**src/rtl/lsu_split_if.sv**
```systemverilog
// Bundle of the load/store unit's core-side request/response and data-memory beat signals.
// The slave modport is the unit's own view; master is the core plus memory environment.
interface lsu_split_if #(
   parameter int unsigned ADDR_WIDTH = 32
);
   logic                  req_valid_i;
   logic                  req_ready_o;
   logic                  req_we_i;
   logic [1:0]            req_type_i;
   logic                  req_sign_extend_i;
   logic [ADDR_WIDTH-1:0] req_addr_i;
   logic [31:0]           req_wdata_i;
   logic                  resp_valid_o;
   logic [31:0]           resp_rdata_o;
   logic                  resp_err_o;
   logic [1:0]            resp_err_cause_o;
   logic                  dmem_valid_o;
   logic                  dmem_ready_i;
   logic [ADDR_WIDTH-1:0] dmem_addr_o;
   logic [31:0]           dmem_wdata_o;
   logic [3:0]            dmem_we_o;
   logic [31:0]           dmem_rdata_i;

   modport slave (
      input  req_valid_i, req_we_i, req_type_i, req_sign_extend_i, req_addr_i, req_wdata_i,
             dmem_ready_i, dmem_rdata_i,
      output req_ready_o, resp_valid_o, resp_rdata_o, resp_err_o, resp_err_cause_o,
             dmem_valid_o, dmem_addr_o, dmem_wdata_o, dmem_we_o
   );

   modport master (
      output req_valid_i, req_we_i, req_type_i, req_sign_extend_i, req_addr_i, req_wdata_i,
             dmem_ready_i, dmem_rdata_i,
      input  req_ready_o, resp_valid_o, resp_rdata_o, resp_err_o, resp_err_cause_o,
             dmem_valid_o, dmem_addr_o, dmem_wdata_o, dmem_we_o
   );
endinterface

```
**src/rtl/lsu_split.sv**
```systemverilog
// Load/store unit: one request at a time, word-aligned memory beats, optional splitting of
// word-crossing accesses into two beats with reassembly, and a per-beat bus timeout.
module lsu_split #(
   parameter int unsigned ADDR_WIDTH       = 32,
   parameter bit          SPLIT_MISALIGNED = 1'b1,
   parameter int unsigned TIMEOUT_CYCLES   = 0
) (
   input logic        clk_i,
   input logic        rst_ni,
   lsu_split_if.slave bus
);
   localparam logic [1:0] DATA_WORD      = 2'b00;
   localparam logic [1:0] DATA_HALF_WORD = 2'b01;
   localparam logic [1:0] DATA_BYTE      = 2'b10;

   localparam logic [1:0] CAUSE_NONE     = 2'd0;
   localparam logic [1:0] CAUSE_MISALIGN = 2'd1;
   localparam logic [1:0] CAUSE_TIMEOUT  = 2'd2;
   localparam logic [1:0] CAUSE_INVALID  = 2'd3;

   typedef enum logic [1:0] {IDLE = 2'd0, BEAT0 = 2'd1, BEAT1 = 2'd2, RESP = 2'd3} state_t;

   function automatic logic [7:0] lane_mask(input logic [1:0] typ, input logic [1:0] k);
      logic [7:0] m;
      case (typ)
         DATA_BYTE:      m = 8'h01;
         DATA_HALF_WORD: m = 8'h03;
         DATA_WORD:      m = 8'h0F;
         default:        m = 8'h00;
      endcase
      return m << k;
   endfunction

   function automatic logic [31:0] rot_word(input logic [31:0] w, input logic [1:0] k);
      logic [31:0] r;
      case (k)
         2'd0:    r = w;
         2'd1:    r = {w[23:0], w[31:24]};
         2'd2:    r = {w[15:0], w[31:16]};
         2'd3:    r = {w[7:0], w[31:8]};
         default: r = w;
      endcase
      return r;
   endfunction

   function automatic logic [31:0] load_extract(input logic [31:0] hi, input logic [31:0] lo,
                                                input logic [1:0] k, input logic [1:0] typ,
                                                input logic sext);
      logic [63:0] sh;
      logic [31:0] r;
      sh = {hi, lo} >> {k, 3'b000};
      case (typ)
         DATA_BYTE:      r = {{24{sext & sh[7]}}, sh[7:0]};
         DATA_HALF_WORD: r = {{16{sext & sh[15]}}, sh[15:0]};
         DATA_WORD:      r = sh[31:0];
         default:        r = 32'h0000_0000;
      endcase
      return r;
   endfunction

   state_t                state_r, state_s;
   logic                  we_r, we_s, sext_r, sext_s;
   logic [1:0]            type_r, type_s, k_r, k_s;
   logic [7:0]            mask_r, mask_s, acc_mask_s;
   logic [ADDR_WIDTH-1:0] base_r, base_s, acc_base_s;
   logic [31:0]           rd0_r, rd0_s, tcnt_r, tcnt_s, acc_wrot_s;
   logic                  dmem_valid_r, dmem_valid_s;
   logic [ADDR_WIDTH-1:0] dmem_addr_r, dmem_addr_s;
   logic [31:0]           dmem_wdata_r, dmem_wdata_s;
   logic [3:0]            dmem_we_r, dmem_we_s;
   logic                  resp_valid_r, resp_valid_s, resp_err_r, resp_err_s;
   logic [31:0]           resp_rdata_r, resp_rdata_s;
   logic [1:0]            resp_cause_r, resp_cause_s;
   logic                  timeout_hit_s;

   assign acc_mask_s    = lane_mask(bus.req_type_i, bus.req_addr_i[1:0]);
   assign acc_base_s    = {bus.req_addr_i[ADDR_WIDTH-1:2], 2'b00};
   assign acc_wrot_s    = rot_word(bus.req_wdata_i, bus.req_addr_i[1:0]);
   assign timeout_hit_s = (TIMEOUT_CYCLES != 32'd0) && (tcnt_r == 32'(TIMEOUT_CYCLES - 32'd1));

   // The response cycle also accepts the next request, giving one request per two cycles.
   assign bus.req_ready_o      = (state_r == IDLE) || (state_r == RESP);
   assign bus.dmem_valid_o     = dmem_valid_r;
   assign bus.dmem_addr_o      = dmem_addr_r;
   assign bus.dmem_wdata_o     = dmem_wdata_r;
   assign bus.dmem_we_o        = dmem_we_r;
   assign bus.resp_valid_o     = resp_valid_r;
   assign bus.resp_rdata_o     = resp_rdata_r;
   assign bus.resp_err_o       = resp_err_r;
   assign bus.resp_err_cause_o = resp_cause_r;

   // Next-state and next-output decode for the request/beat/response sequence.
   always_comb begin
      state_s      = state_r;
      we_s         = we_r;
      sext_s       = sext_r;
      type_s       = type_r;
      k_s          = k_r;
      mask_s       = mask_r;
      base_s       = base_r;
      rd0_s        = rd0_r;
      tcnt_s       = tcnt_r;
      dmem_valid_s = dmem_valid_r;
      dmem_addr_s  = dmem_addr_r;
      dmem_wdata_s = dmem_wdata_r;
      dmem_we_s    = dmem_we_r;
      resp_valid_s = 1'b0;
      resp_err_s   = resp_err_r;
      resp_rdata_s = resp_rdata_r;
      resp_cause_s = resp_cause_r;
      case (state_r)
         IDLE, RESP: begin
            if (bus.req_valid_i) begin
               we_s   = bus.req_we_i;
               sext_s = bus.req_sign_extend_i;
               type_s = bus.req_type_i;
               k_s    = bus.req_addr_i[1:0];
               mask_s = acc_mask_s;
               base_s = acc_base_s;
               if (acc_mask_s == 8'h00) begin
                  state_s      = RESP;
                  resp_valid_s = 1'b1;
                  resp_err_s   = 1'b1;
                  resp_rdata_s = 32'h0000_0000;
                  resp_cause_s = CAUSE_INVALID;
               end else if (!SPLIT_MISALIGNED && (acc_mask_s[7:4] != 4'h0)) begin
                  state_s      = RESP;
                  resp_valid_s = 1'b1;
                  resp_err_s   = 1'b1;
                  resp_rdata_s = 32'h0000_0000;
                  resp_cause_s = CAUSE_MISALIGN;
               end else begin
                  state_s      = BEAT0;
                  tcnt_s       = 32'd0;
                  dmem_valid_s = 1'b1;
                  dmem_addr_s  = acc_base_s;
                  dmem_wdata_s = acc_wrot_s;
                  dmem_we_s    = bus.req_we_i ? acc_mask_s[3:0] : 4'h0;
               end
            end else begin
               state_s = IDLE;
            end
         end
         BEAT0, BEAT1: begin
            if (bus.dmem_ready_i) begin
               if ((state_r == BEAT0) && (mask_r[7:4] != 4'h0)) begin
                  state_s     = BEAT1;
                  rd0_s       = bus.dmem_rdata_i;
                  tcnt_s      = 32'd0;
                  dmem_addr_s = base_r + ADDR_WIDTH'(4);
                  dmem_we_s   = we_r ? mask_r[7:4] : 4'h0;
               end else begin
                  state_s      = RESP;
                  dmem_valid_s = 1'b0;
                  resp_valid_s = 1'b1;
                  resp_err_s   = 1'b0;
                  resp_cause_s = CAUSE_NONE;
                  if (we_r) begin
                     resp_rdata_s = 32'h0000_0000;
                  end else if (state_r == BEAT0) begin
                     resp_rdata_s = load_extract(32'h0000_0000, bus.dmem_rdata_i, k_r, type_r, sext_r);
                  end else begin
                     resp_rdata_s = load_extract(bus.dmem_rdata_i, rd0_r, k_r, type_r, sext_r);
                  end
               end
            end else if (timeout_hit_s) begin
               // A first beat already written stays written; only the error is reported.
               state_s      = RESP;
               dmem_valid_s = 1'b0;
               resp_valid_s = 1'b1;
               resp_err_s   = 1'b1;
               resp_rdata_s = 32'h0000_0000;
               resp_cause_s = CAUSE_TIMEOUT;
            end else begin
               tcnt_s = tcnt_r + 32'd1;
            end
         end
         default: begin
            state_s = IDLE;
         end
      endcase
   end

   // FSM state register.
   always_ff @(posedge clk_i or negedge rst_ni) begin
      if (!rst_ni) begin
         state_r <= IDLE;
      end else begin
         state_r <= state_s;
      end
   end

   // Latched request fields, beat bookkeeping and registered bus/response outputs.
   always_ff @(posedge clk_i or negedge rst_ni) begin
      if (!rst_ni) begin
         we_r         <= 1'b0;
         sext_r       <= 1'b0;
         type_r       <= 2'b00;
         k_r          <= 2'b00;
         mask_r       <= 8'h00;
         base_r       <= '0;
         rd0_r        <= 32'h0000_0000;
         tcnt_r       <= 32'd0;
         dmem_valid_r <= 1'b0;
         dmem_addr_r  <= '0;
         dmem_wdata_r <= 32'h0000_0000;
         dmem_we_r    <= 4'h0;
         resp_valid_r <= 1'b0;
         resp_err_r   <= 1'b0;
         resp_rdata_r <= 32'h0000_0000;
         resp_cause_r <= 2'b00;
      end else begin
         we_r         <= we_s;
         sext_r       <= sext_s;
         type_r       <= type_s;
         k_r          <= k_s;
         mask_r       <= mask_s;
         base_r       <= base_s;
         rd0_r        <= rd0_s;
         tcnt_r       <= tcnt_s;
         dmem_valid_r <= dmem_valid_s;
         dmem_addr_r  <= dmem_addr_s;
         dmem_wdata_r <= dmem_wdata_s;
         dmem_we_r    <= dmem_we_s;
         resp_valid_r <= resp_valid_s;
         resp_err_r   <= resp_err_s;
         resp_rdata_r <= resp_rdata_s;
         resp_cause_r <= resp_cause_s;
      end
   end
endmodule

```
**src/flat_wrapper.sv**
```systemverilog
// flat-port wrapper written by rule: the top's interface ports become plain ports
module lsu_split_flat 
#(
   parameter int unsigned ADDR_WIDTH       = 32,
   parameter bit          SPLIT_MISALIGNED = 1'b1,
   parameter int unsigned TIMEOUT_CYCLES   = 0
)
  (clk_i, rst_ni, bus_req_valid_i, bus_req_we_i, bus_req_type_i, bus_req_sign_extend_i, bus_req_addr_i, bus_req_wdata_i, bus_dmem_ready_i, bus_dmem_rdata_i, bus_req_ready_o, bus_resp_valid_o, bus_resp_rdata_o, bus_resp_err_o, bus_resp_err_cause_o, bus_dmem_valid_o, bus_dmem_addr_o, bus_dmem_wdata_o, bus_dmem_we_o);
  lsu_split_if #(.ADDR_WIDTH(ADDR_WIDTH)) bus_i ();
  input logic clk_i;
  input logic rst_ni;
  input wire logic [$bits(bus_i.req_valid_i)-1:0] bus_req_valid_i;
  input wire logic [$bits(bus_i.req_we_i)-1:0] bus_req_we_i;
  input wire logic [$bits(bus_i.req_type_i)-1:0] bus_req_type_i;
  input wire logic [$bits(bus_i.req_sign_extend_i)-1:0] bus_req_sign_extend_i;
  input wire logic [$bits(bus_i.req_addr_i)-1:0] bus_req_addr_i;
  input wire logic [$bits(bus_i.req_wdata_i)-1:0] bus_req_wdata_i;
  input wire logic [$bits(bus_i.dmem_ready_i)-1:0] bus_dmem_ready_i;
  input wire logic [$bits(bus_i.dmem_rdata_i)-1:0] bus_dmem_rdata_i;
  output wire logic [$bits(bus_i.req_ready_o)-1:0] bus_req_ready_o;
  output wire logic [$bits(bus_i.resp_valid_o)-1:0] bus_resp_valid_o;
  output wire logic [$bits(bus_i.resp_rdata_o)-1:0] bus_resp_rdata_o;
  output wire logic [$bits(bus_i.resp_err_o)-1:0] bus_resp_err_o;
  output wire logic [$bits(bus_i.resp_err_cause_o)-1:0] bus_resp_err_cause_o;
  output wire logic [$bits(bus_i.dmem_valid_o)-1:0] bus_dmem_valid_o;
  output wire logic [$bits(bus_i.dmem_addr_o)-1:0] bus_dmem_addr_o;
  output wire logic [$bits(bus_i.dmem_wdata_o)-1:0] bus_dmem_wdata_o;
  output wire logic [$bits(bus_i.dmem_we_o)-1:0] bus_dmem_we_o;
  assign bus_i.req_valid_i = bus_req_valid_i;
  assign bus_i.req_we_i = bus_req_we_i;
  assign bus_i.req_type_i = bus_req_type_i;
  assign bus_i.req_sign_extend_i = bus_req_sign_extend_i;
  assign bus_i.req_addr_i = bus_req_addr_i;
  assign bus_i.req_wdata_i = bus_req_wdata_i;
  assign bus_i.dmem_ready_i = bus_dmem_ready_i;
  assign bus_i.dmem_rdata_i = bus_dmem_rdata_i;
  assign bus_req_ready_o = bus_i.req_ready_o;
  assign bus_resp_valid_o = bus_i.resp_valid_o;
  assign bus_resp_rdata_o = bus_i.resp_rdata_o;
  assign bus_resp_err_o = bus_i.resp_err_o;
  assign bus_resp_err_cause_o = bus_i.resp_err_cause_o;
  assign bus_dmem_valid_o = bus_i.dmem_valid_o;
  assign bus_dmem_addr_o = bus_i.dmem_addr_o;
  assign bus_dmem_wdata_o = bus_i.dmem_wdata_o;
  assign bus_dmem_we_o = bus_i.dmem_we_o;
  lsu_split #(.ADDR_WIDTH(ADDR_WIDTH), .SPLIT_MISALIGNED(SPLIT_MISALIGNED), .TIMEOUT_CYCLES(TIMEOUT_CYCLES)) u_core (.clk_i(clk_i), .rst_ni(rst_ni), .bus(bus_i));
endmodule
```
**config.mk**
```make
export PLATFORM = sky130hd
export DESIGN_NAME = lsu_split_flat
export DESIGN_NICKNAME = d
export VERILOG_FILES = /design/src/rtl/lsu_split_if.sv /design/src/rtl/lsu_split.sv /design/src/flat_wrapper.sv
export SDC_FILE = /design/constraint.sdc
export NUM_CORES = 1
export LEC_CHECK = 0
export BUFFER_PORTS_ARGS = -buffer_cell sky130_fd_sc_hd__buf_2
export CAP_MARGIN = 5
export CORE_MARGIN = 2
export CORE_UTILIZATION = 38
export CTS_CLUSTER_SIZE = 40
export DETAILED_ROUTE_END_ITERATION = 10
export PLACE_DENSITY_LB_ADDON = 0.2
export SETUP_SLACK_MARGIN = 0.15
export SLEW_MARGIN = 20
export SYNTH_ARGS = -nofsm -noshare
export SYNTH_HDL_FRONTEND = slang
export SYNTH_SLANG_ARGS = --single-unit
```
**constraint.sdc**
```tcl
create_clock -name clk_i -period 5.15 [get_ports clk_i]
set_input_delay 0 -clock clk_i [delete_from_list [all_inputs] [get_ports clk_i]]
set_output_delay 0 -clock clk_i [all_outputs]
set_load 0.01 [all_outputs]
```
Yosys cells after proc, flatten, opt, wreduce, memory -nomap -nowiden
Index checks and enable logic that the tools add are counted.
{"block": "op_classes", "n_eq_ne": 16, "shifts": 3, "n_bitwise": 5, "muxes": 46, "add_sub_neg": 1, "n_reduce_logical": 16}
{"op": "$mux W32", "n": 10}
{"op": "$pmux W32 S3", "n": 2}
{"op": "$pmux W32 S2", "n": 2}
{"op": "$pmux W32 S4", "n": 1}
{"op": "$shr A64 B5 Y32", "n": 1}
{"op": "$add A32 B3 Y32 const B", "n": 1}
{"op": "$shr A32 B5 Y32", "n": 1}
{"op": "$mux W4", "n": 6}
{"op": "$mux W2", "n": 7}
{"op": "$eq A2 B2 Y1 const B", "n": 6}
{"op": "$pmux W4 S3", "n": 1}
{"op": "$reduce_and A4 Y1", "n": 3}
{"op": "$mux W1", "n": 11}
{"op": "$eq A2 B1 Y1 const B", "n": 4}
{"op": "$logic_not A2 Y1", "n": 4}
{"op": "$logic_not A8 Y1", "n": 1}
{"op": "$ne A2 B2 Y1 const B", "n": 4}
{"op": "$pmux W2 S2", "n": 2}
{"op": "$pmux W4 S2", "n": 1}
{"op": "$shl A4 B2 Y8", "n": 1}
{"op": "$pmux W1 S2", "n": 3}
{"op": "$reduce_and A3 Y1", "n": 2}
{"op": "$and A1 B1 Y1", "n": 4}
{"op": "$ne A2 B1 Y1 const B", "n": 2}
{"op": "6 further kinds", "n": 7}
{"block": "word_totals", "inputBits": 104, "register_bits": 183, "output_inout_bits": 106, "wordCells": 103}

Depth between registers and ports, before layout
Gate-level depths: netlist (run 1).
{"block": "depth", "word_depth": 8, "ltp_mapped": 10, "ltp_nobuf": 7}

Worst setup path before layout (run 1)
OpenSTA, ideal clock, no wires.
{"block": "synth_path", "path_kind": "flip-flop to flip-flop", "from": "register u_core.state_r[0]", "to": "register u_core.resp_rdata_r[13], in the netlist u_core.bus.resp_rdata_o[13]", "setup_ns": 0.068, "slack_ns": 2.994, "path_stages_with_launch": 10, "required_ns": 5.082, "t_arrival_ns": 2.088, "path_buffers": 3, "synth_period_minus_slack_ns": 2.156, "cell_sequence": "dfrtp_1 > ha_1 > buf_4 > nor2b_1 > nand2_2 > and2_1 > buf_6 > a2111oi_4 > buf_6 > a32o_1"}
{"block": "synth_between", "elab_chain_cells": 6, "word_cells_on_any_way": 17, "classes_between": "eq/ne: 7; mux: 5; reduce/logical: 5"}
{"element": "start: declaration", "line_no": "lsu_split.sv:61", "text": "state_t state_r, state_s;"}
{"element": "start signal: assignment", "line_no": "lsu_split.sv:189", "text": "state_r <= state_s;"}
{"element": "$eq A2 B1 Y1", "line_no": "lsu_split.sv:111, lsu_split.sv:146, lsu_split.sv:160"}
{"element": "$mux W32", "line_no": "lsu_split.sv:160", "text": "end else if (state_r == BEAT0) begin"}
{"element": "$mux W32", "line_no": "lsu_split.sv:158", "text": "if (we_r) begin"}
{"element": "$mux W32", "line_no": "lsu_split.sv:146", "text": "if ((state_r == BEAT0) && (mask_r[7:4] != 4'h0)) begin"}
{"element": "$mux W32", "line_no": "lsu_split.sv:145", "text": "if (bus.dmem_ready_i) begin"}
{"element": "$pmux W32 S2", "line_no": "lsu_split.sv:111", "text": "case (state_r)"}
{"element": "end signal: assignment", "line_no": "lsu_split.sv:227", "text": "resp_rdata_r <= resp_rdata_s;"}
{"element": "end: declaration", "line_no": "lsu_split.sv:72", "text": "logic [31:0] resp_rdata_r, resp_rdata_s;"}
Parallel ways exist; a longest one is shown, timed or not. The select of a mux whose other input is x is not followed.
A chain may end at the register's enable or synchronous reset.

Worst setup path after layout (run 1)
{"block": "layout_path", "from": "register u_core.state_r[1]", "to": "register u_core.resp_rdata_r[10], in the netlist u_core.bus.resp_rdata_o[10]"}
Same word-level chain as after synthesis.

==> key figures, run 1 <==
Pwr
  – Static Leakage: 5.77 nW
  – Power Total: 0.00763 W
  – PD cells: 610 nW/µm²
  – Peak supply drop: 310 µV

Worst setup path
  – Type of the worst setup path: reg -> reg
  – FF-to-FF Start: u_core.state_r[1]
  – Crit-path cells: inv_1 -> ha_2 -> o31ai_4 -> nand2_2 -> and2_1 -> buf_4 -> a2111oi_4 -> buf_4 -> a32o_1
  – CP Launch Type: flip-flop
  – Crit path max-delay family: buffers and inverters
  – Setup crit end kind: flip-flop
  – Crit path required time: 5.47 ns
  – Slowest cell on crit path: ha_2
  – CP Data Arrival Time: 3.29 ns
  – Crit path buf inv count: 3
  – Max incr delay on CP: 0.62 ns
  – CP max FO: 30
  – Critical Path Start: u_core.state_r[1]
  – Crit path top cell by count: buf_4

Yosys
  – Top_reg_cell synth: dfrtp_1
  – Yosys reg bits: 174
  – Synth Warn #: 0
  – Async S/R FF share, synth: 1.00
  – Commonest cells in the netlist: nand2_1, dfrtp_1, mux2i_1
  – Biggest area consumer among synthesized cells: dfrtp_1
  – Syn Std Cell Area: 9870 µm²
  – Cells after Synth: 989
  – Post-Syn Area per Cell: 9.98 µm²
  – Sequential area share after synthesis: 0.441
  – Number of flops mapped to enable cells by yosys: 0
  – Ranking of synthesized cells by area: dfrtp_1, nand2_1, mux4_2
  – Count leader, synth: nand2_1
  – Top-area cell type share of the netlist area: 0.441
  – Synth unique cells: 53

Hold path
  – Hold WC Path Type: in -> reg
  – HP Start: bus_req_wdata_i[4]

Timing
  – Minimum clock period: 2.97 ns
  – Slew Viols, Final: 0
  – Worst Clk Skew: 0.0136 ns
  – Slew @ Worst Pin: 1.10 ns
  – Tcrit/Tclk final: 0.576
  – RSZ-0062 raised after global routing: no
  – Setup Viol. Count Final: 0
  – Worst slew margin: 0.262
  – Final TNS setup: 0 ns
  – Peak Freq: 337 MHz
  – Fin. Hold Viols: 0

Floorplan
  – Die H: 165 µm
  – Initial Utilization: 0.390
  – Die Wd: 165 µm
  – Number of core rows: 58
  – Top Ports: 210
  – Die area: 27300 µm²
  – Core Footprint: 25300 µm²

Clocking
  – Root buffer cell: clkbuf_16
  – CTS resizes: 0
  – Clock sink count: 174
  – Clock slew seen by the registers of the worst setup and hold paths: 0.08 ns
  – CTS tree: done
  – Clock latency on the worst-skew pair: 0.44 ns
  – Num CTS Buffers: 17
  – H-tree levels: 4
  – Max Buffers Root-to-Sink: 2

Global route
  – Largest net degree at the start of global routing: 99
  – Tot GR Track Use: 0.220
  – First-pass GRT wire length: 46500 µm
  – Vias in the first global route: 8698
  – Initial antenna violation count: 0
  – Congestion Overflow GR: 0

Placed design
  – RePlAce Congestion: 0.932
  – Port Buf Inserts: 207
  – Dpl hpwl: 20000 µm
  – Inst Count DP: 1459

Routing
  – WL/cell: 18.7 µm
  – Vias: 8505
  – Initial DRT Pass Iterations: 5
  – Drt via density: 5.41
  – Routed WL: 29300 µm
  – DRT iter0 DRCs: 664
  – Final ANT Viol Nets: 0
  – Drc violations: 0

Finish
  – Register area: 4360 µm²
  – Non-Filler Instances: 1572
  – Multi-input gate area: 5140 µm²
  – Share of layout cells above drive strength 1: 0.284
  – Synthesis-to-finish area growth: 26.7%
  – Total Nets Final: 1334
  – # fillers: 2385

Status
  – Outcome: finished, final reports clean

Job
  – Max-Cap Viols: 0
## timing repair
| action | 4_1_cts | 5_1_grt |
|---|---|---|
| endpoints found under the hold margin | 208 | 0 |
| buffers inserted | 0 | 0 |
| hold buffers | 80 | 0 |
## metrics by stage
stage / worst slack [ns] / cell area [µm²] / util / hold WS (ns)
6_report: 2.18 / 12500 / 0.494 / 0.0120
2_1_floorplan: 2.99 / 9880 / - / -0.296
4_1_cts: 2.19 / 12500 / 0.493 / 0.000184
3_3_place_gp: 2.27 / 11100 / 0.437 / 0.166
3_5_place_dp: 2.18 / 11100 / 0.437 / 0.170
5_1_grt: 1.94 / 12500 / 0.494 / 0.0137
## worst paths after layout
kind	end	depth (start not counted)	slack, ns
setup / recovery	u_core.bus.resp_rdata_o[10]	9	2.18
hold / removal	u_core.bus.dmem_wdata_o[4]	4	0.01
setup reg to reg	u_core.bus.resp_rdata_o[10]	9	2.18
hold reg to reg	u_core.bus.dmem_wdata_o[29]	2	0.47
max in group asynchronous	u_core.bus.resp_rdata_o[15]	3	3.78
min in group asynchronous	u_core.bus.resp_valid_o	2	0.22
## layer usage
layer	GRT usage	wire, µm	part of all wire
met1	0.278	12400	0.42
met2	0.375	14500	0.49
met3	0.0522	1860	0.063
met4	0.0652	610	0.021
met5	0	0	0
## where the power goes
part           leakage [nW]  internal [W]  switching [W]
Clock                 0.300      0.000673       0.000683
Sequential             2.17       0.00201       0.000593
Combinational          3.30       0.00155        0.00212
## layout make-up
| cell class | instances | area share |
|---|---|---|
| antenna | 1 | 0.000200 |
| timing repair buffer | 299 | 0.155 |
| clock buffer | 17 | 0.0340 |
| tap | 330 | 0.0330 |
| multi-input combinational | 728 | 0.411 |
| clock inverter | 15 | 0.0164 |
| sequential | 174 | 0.348 |
| inverter | 8 | 0.00240 |
## cell families (layout without fill, tap and decap cells)
| logic type | count (synthesis) | after routing | share of synthesized area |
|---|---|---|---|
| compound gates | 162 | 162 | 0.118 |
| xor+xnor | 27 | 27 | 0.0240 |
| fa+ha+maj | 3 | 3 | 0.00355 |
| buf+inv | 88 | 339 | 0.0426 |
| flops | 174 | 174 | 0.441 |
| mux | 134 | 134 | 0.192 |
| other cells | 1 | 3 | 0.000380 |
| simple gates | 400 | 400 | 0.179 |
## flip-flops by register name, summed over array words and instances (netlist names), 3 cells and up
| name | count |
|---|---|
| u_core.bus.resp_rdata_o | 32 |
| u_core.mask_r | 3 |
| u_core.base_r | 30 |
| u_core.bus.dmem_wdata_o | 32 |
| u_core.bus.dmem_we_o | 4 |
| u_core.bus.dmem_addr_o | 30 |
| u_core.rd0_r | 32 |
## cells in the final DEF (no fill, tap or decap), types with 5 or more instances in the layout
master / netlist / final
nand2_1: 274 / 273
and4_1: 5 / 5
nor2_1: 28 / 27
nand4_1: 15 / 15
mux2i_1: 50 / 50
a21oi_1: 32 / 31
nand2b_1: 6 / 6
a32o_1: 25 / 25
o221ai_1: 14 / 14
clkbuf_16: 0 / 17
buf_2: 18 / 206
and3_1: 8 / 8
nand3b_1: 10 / 10
o22ai_1: 5 / 5
dfrtp_1: 174 / 173
nor2b_1: 12 / 11
mux4_2: 40 / 40
xor2_1: 19 / 19
mux2_2: 44 / 44
and2_1: 10 / 10
a211oi_1: 11 / 11
dlygate4sd3_1: 0 / 80
buf_4: 6 / 12
xnor2_1: 8 / 8
inv_1: 8 / 8
o21ai_0: 49 / 49
clkinv_8: 0 / 6
o31ai_1: 9 / 9
nand3_1: 17 / 16
## tightest hold or removal path: cells and delay by family
| family | cells | cell delay, ns |
|---|---|---|
| simple gates | 2 | 0.10 |
| mux | 1 | 0.22 |
| buf+inv | 1 | 0.10 |
(Power assumes the default switching activity.)
==> inputs of run 2 (changes only) <==
clock period = 2.8 ns   (was 5.15 ns; I/O delays follow)
==> key figures, run 2 (synthesized netlist as in run 1, its figures left out) <==
Pwr
  – P_int: 0.00792 W
  – Psw: 0.00630 W
  – PD cells: 1110 nW/µm²
  – Peak supply drop: 601 µV
  – Logic gate share of total power: 0.493
  – Net Sw Frac: 0.443
  – Power Total: 0.0142 W
  – Static Leakage: 5.90 nW
  – Clk network pwr share: 0.182
  – Seq pwr share: 0.325

Clocking
  – Clock latency on the worst-skew pair: 0.45 ns
  – CTS tree: done
  – Num CTS Buffers: 17
  – Clock sink count: 174
  – CTS resizes: 0
  – Max Buffers Root-to-Sink: 2
  – Clock slew seen by the registers of the worst setup and hold paths: 0.09 ns
  – Post-CTS Setup Bufs: 0
  – H-tree levels: 4
  – Root buffer cell: clkbuf_16

Timing
  – Slew Viols, Final: 0
  – Minimum clock period: 2.35 ns
  – Peak Freq: 426 MHz
  – Slew @ Worst Pin: 1.00 ns
  – Tcrit/Tclk final: 0.839
  – Worst Clk Skew: 0.0171 ns
  – Fin. Hold Viols: 0
  – Hold slack: 0.00994 ns
  – Worst slew margin: 0.333
  – RSZ-0062 raised after global routing: no
  – Final TNS setup: 0 ns
  – Setup Viol. Count Final: 0

Floorplan
  – Die area: 27300 µm²
  – Die Wd: 165 µm
  – Initial Utilization: 0.390
  – Die H: 165 µm
  – Core Footprint: 25300 µm²
  – Number of core rows: 58
  – Top Ports: 210

Finish
  – Multi-input gate area: 5130 µm²
  – Share of layout cells above drive strength 1: 0.287
  – Most frequent cells in the layout: nand2_1, buf_2, dfrtp_1, dlygate4sd3_1, mux2i_1
  – # fillers: 2384
  – Total Nets Final: 1360
  – Final Instance Area: 12800 µm²
  – Register area: 4360 µm²
  – Synthesis-to-finish area growth: 29.3%
  – Most common cell after layout, fill and taps aside: nand2_1

Worst setup path
  – Crit path buf inv count: 1
  – Max incr delay on CP: 0.70 ns
  – CP Data Arrival Time: 2.69 ns
  – Reg2Reg Depth: 5
  – Slowest cell on crit path: buf_4
  – Instance count on the critical path: 5
  – Worst setup path end: u_core.bus.resp_rdata_o[13]
  – CP max FO: 57
  – RR Endpoint: u_core.bus.resp_rdata_o[13]
  – R2r setup slk: 0.45 ns
  – Crit path max-delay family: compound AO/OA/AOI/OAI gates
  – Critical Path Start: u_core.k_r[0]
  – Crit-path cells: buf_4 -> nor2b_1 -> a211oi_1 -> o31ai_1 -> a32o_1
  – CP Launch Type: flip-flop
  – FF-to-FF Start: u_core.k_r[0]
  – Crit path required time: 3.14 ns
  – Type of the worst setup path: reg -> reg
  – Setup crit end kind: flip-flop

Hold path
  – Hold WC Path Type: in -> reg

Global route
  – Initial antenna violation count: 1
  – Vias in the first global route: 8518
  – Largest net degree at the start of global routing: 76
  – Grt met2 use: 0.365
  – GRT Max-Usage Layer: met2
  – First-pass GRT wire length: 46600 µm
  – Met1 Track Usage GR: 0.291
  – Congestion Overflow GR: 0
  – M3 GR Usage: 0.0512
  – Tot GR Track Use: 0.220

Routing
  – Drt via density: 5.37
  – DRT iter0 DRCs: 565
  – WL/cell: 18.6 µm
  – Vias: 8587
  – Initial DRT Pass Iterations: 5
  – Final ANT Viol Nets: 0
  – Drc violations: 0
  – Routed WL: 29700 µm

Placed design
  – Port Buf Inserts: 207
  – RePlAce Congestion: 0.958
  – Dpl hpwl: 20100 µm
  – Area after DPL: 11200 µm²

Status
  – Outcome: finished, final reports clean

Job
  – Max-Cap Viols: 0
-- run 2: metrics by stage --
stage / utilization / setup WS, ns / cells
floorplan: - / 0.644 / 990
global placement: 0.441 / 0.496 / 1471
detailed placement: 0.441 / 0.461 / 1471
CTS: 0.504 / 0.453 / 1597
global route: 0.504 / 0.306 / 1598
finish: 0.504 / 0.451 / 1598
-- run 2: power by group through the flow --
stage	Clock (W)	Sequential (W)	Combinational, W
after floorplan	0	0.00474	0.00457
after global placement	0	0.00463	0.00681
after detailed placement	0	0.00465	0.00692
after CTS	0.00264	0.00462	0.00706
after global routing	0.00275	0.00479	0.00777
final	0.00258	0.00462	0.00702
-- run 2: how the worst min path moves through the flow --
stage	endpoint	from	slack (ns)	cells past startpoint
3_5_place_dp	u_core.bus.resp_valid_o	rst_ni	0.1	1
6_report	u_core.bus.dmem_wdata_o[15]	bus_req_wdata_i[23]	0.01	4
3_3_place_gp	u_core.bus.resp_valid_o	rst_ni	0.10	1
2_1_floorplan	u_core.base_r[10]	rst_ni	-0.30	0
4_1_cts	u_core.bus.dmem_wdata_o[30]	bus_req_wdata_i[14]	0.0001	4
5_1_grt	u_core.bus.dmem_wdata_o[30]	bus_req_wdata_i[14]	0.02	4
-- run 2: repair_timing --
| action | 4_1_cts | 5_1_grt |
|---|---|---|
| endpoints found under the setup margin | 0 | 0 |
| hold buffers | 94 | 0 |
| hold endpoints to repair | 194 | 0 |
-- run 2: routing by layer --
layer  wire length, µm  up-vias
met3              1590       29
met4               459        0
met1             13000     4273
li1                  -     4059
met2             14600      226
met5                 0        -
-- run 2: worst min-delay path: cells and delay by family --
kind                   cells  cell delay [ns]
AND/OR/NAND/NOR            2             0.10
buffers and inverters      1             0.11
multiplexers               1             0.22
-- run 2: layout make-up --
cell class	count	area share
Antenna cell	1	0.000196
Clock buffer	17	0.0333
Clock inverter	15	0.0168
Inverter	8	0.00235
Multi-Input combinational cell	728	0.402
Sequential cell	174	0.341
Tap cell	330	0.0324
Timing Repair Buffer	325	0.171
==> inputs of run 3 (changes only) <==
ABC_AREA = 1   (was not set)
clock period = 2.2 ns   (was 2.8 ns; I/O delays follow)
==> key figures, run 3 <==
Status
  – Outcome: finished, final reports clean

Yosys
  – Count leader, synth: nand2_1
  – Cells after Synth: 1526
  – Top-area cell type share of the netlist area: 0.414
  – Biggest area consumer among synthesized cells: dfrtp_1
  – Yosys reg bits: 174
  – Top_reg_cell synth: dfrtp_1
  – Commonest cells in the netlist: nand2_1, dfrtp_1, nor2_1
  – Async S/R FF share, synth: 1.00
  – Sequential area share after synthesis: 0.414
  – Syn Std Cell Area: 10500 µm²
  – Synth unique cells: 39
  – Number of flops mapped to enable cells by yosys: 0
  – Ranking of synthesized cells by area: dfrtp_1, nand2_1, nand3_1
  – Post-Syn Area per Cell: 6.89 µm²
  – Synth Warn #: 0

Timing
  – Setup Viol. Count Final: 0
  – Final TNS setup: 0 ns
  – Fin. Hold Viols: 0
  – Peak Freq: 521 MHz
  – Slew @ Worst Pin: 0.799 ns
  – Final critical-path setup slack: 0.282 ns
  – Worst slew margin: 0.466
  – RSZ-0062 raised after global routing: no
  – Worst Clk Skew: 0.0196 ns
  – Slew Viols, Final: 0
  – Tcrit/Tclk final: 0.872
  – Minimum clock period: 1.92 ns

Finish
  – Share of layout cells above drive strength 1: 0.175
  – Final core utilization: 0.502
  – Non-Filler Instances: 2188
  – Diode count: 0
  – Most frequent cells in the layout: nand2_1, buf_2, dfrtp_1, nor2_1, nand3_1
  – Total Nets Final: 1910
  – Synthesis-to-finish area growth: 29.2%
  – Most common cell after layout, fill and taps aside: nand2_1

Global route
  – First-pass GRT wire length: 55000 µm
  – Largest net degree at the start of global routing: 103
  – Tot GR Track Use: 0.239
  – Congestion Overflow GR: 0
  – Vias in the first global route: 10700
  – Initial antenna violation count: 0

Pwr
  – PD cells: 1420 nW/µm²
  – Power Total: 0.0193 W
  – Logic gate share of total power: 0.538
  – Peak supply drop: 673 µV
  – Clk network pwr share: 0.168
  – Static Leakage: 6.90 nW
  – Seq pwr share: 0.294
  – Net Sw Frac: 0.474
  – Psw: 0.00913 W
  – P_int: 0.0101 W

Floorplan
  – Die H: 170 µm
  – Initial Utilization: 0.388
  – Die Wd: 170 µm
  – Core Footprint: 27100 µm²
  – Number of core rows: 60
  – Top Ports: 210
  – Die area: 29000 µm²

Placed design
  – Dpl hpwl: 24300 µm
  – Place WS: 0.236 ns
  – Inst Count DP: 2044
  – RePlAce Congestion: 0.914
  – Port Buf Inserts: 207

Hold path
  – Hold WC Path Type: in -> reg
  – Hold Path Depth: 5
  – HP Start: bus_req_wdata_i[17]
  – Hold Path Sink: u_core.bus.dmem_wdata_o[17]

Routing
  – WL/cell: 15.8 µm
  – Vias: 11100
  – Final ANT Viol Nets: 0
  – Initial DRT Pass Iterations: 5
  – Drc violations: 0
  – Routed WL: 34500 µm
  – DRT iter0 DRCs: 939
  – Drt via density: 5.09

Clocking
  – CTS tree: done
  – Clock sink count: 174
  – Max Buffers Root-to-Sink: 2
  – Clock slew seen by the registers of the worst setup and hold paths: 0.07 ns
  – Num CTS Buffers: 17
  – Root buffer cell: clkbuf_16
  – H-tree levels: 4
  – Clock latency on the worst-skew pair: 0.45 ns

Worst setup path
  – Reg2Reg Depth: 7
  – FF-to-FF Start: u_core.state_r[1]
  – Slowest cell on crit path: dlygate4sd3_1
  – CP Launch Type: flip-flop
  – Setup crit end kind: flip-flop
  – Type of the worst setup path: reg -> reg
  – Max incr delay on CP: 0.57 ns
  – R2r setup slk: 0.28 ns
  – Crit path required time: 2.57 ns
  – CP max FO: 7
  – RR Endpoint: u_core.rd0_r[15]
  – Crit-path cells: inv_1 -> ha_2 -> buf_4 -> nor2_4 -> nand3_1 -> dlygate4sd3_1 -> nand2_1
  – CP Data Arrival Time: 2.29 ns

Job
  – Max-Cap Viols: 0
[run 3: layout make-up]
class                      count  area (µm²)
sequential                   174        4360
multi-input combinational   1121        5150
timing repair buffer         350        2490
clock buffer                  18         429
tap                          372         465
clock inverter                13         173
fill                        2722       13500
inverter                     140         534
[run 3: power by group through the flow]
stage                     Combinational, W  Clock [W]  Sequential, W
after floorplan                    0.00675          0        0.00575
after global placement             0.00984          0        0.00570
after detailed placement           0.00996          0        0.00570
after CTS                           0.0101    0.00329        0.00566
after global routing                0.0117    0.00343        0.00585
final                               0.0104    0.00324        0.00567
[run 3: how the worst max path moves through the flow]
stage                                        endpoint               from  cells after the start
after floorplan            u_core.bus.dmem_addr_o[14]  u_core.state_r[0]                     10
after global placement     u_core.bus.dmem_addr_o[12]  u_core.state_r[0]                     10
after detailed placement   u_core.bus.dmem_addr_o[12]  u_core.state_r[0]                     10
after CTS                 u_core.bus.dmem_wdata_o[15]  u_core.state_r[0]                      7
after global routing      u_core.bus.dmem_wdata_o[26]  u_core.state_r[0]                      8
final                                u_core.rd0_r[15]  u_core.state_r[1]                      7
[run 3: logic make-up after synthesis]
logic type	Yosys count	synth area share
buf+inv	232	0.0984
flops	174	0.414
xor+xnor	5	0.00416
fa+ha+maj	2	0.00238
other cells	1	0.000357
simple gates	834	0.330
compound gates	278	0.151
[run 3: what timing repair did]
action                     CTS  global route
hold buffers               106             0
hold endpoints to repair   312             0
setup endpoints to repair    0            39
gates resized for setup      0             4
buffers inserted             0             6
[run 3: layer usage]
layer  part of all wire  track usage
met1               0.44        0.316
met2               0.48        0.403
met3              0.047       0.0333
met4              0.028       0.0795
met5                  0            0
[run 3: critical path: cells and delay by family (launching register included)]
family	cells	cell delay (ns)
adders and majority gates	1	0.31
buffers and inverters	3	0.80
DFF	1	0.37
and+or+nand+nor	3	0.37
[run 3: through the flow]
stage	cell area (µm²)	hold WS, ns
after floorplan	10500	-0.296
after global placement	11800	0.0401
after detailed placement	11800	0.0347
after CTS	13500	0.00890
after global routing	13600	0.0797
final	13600	0.0357
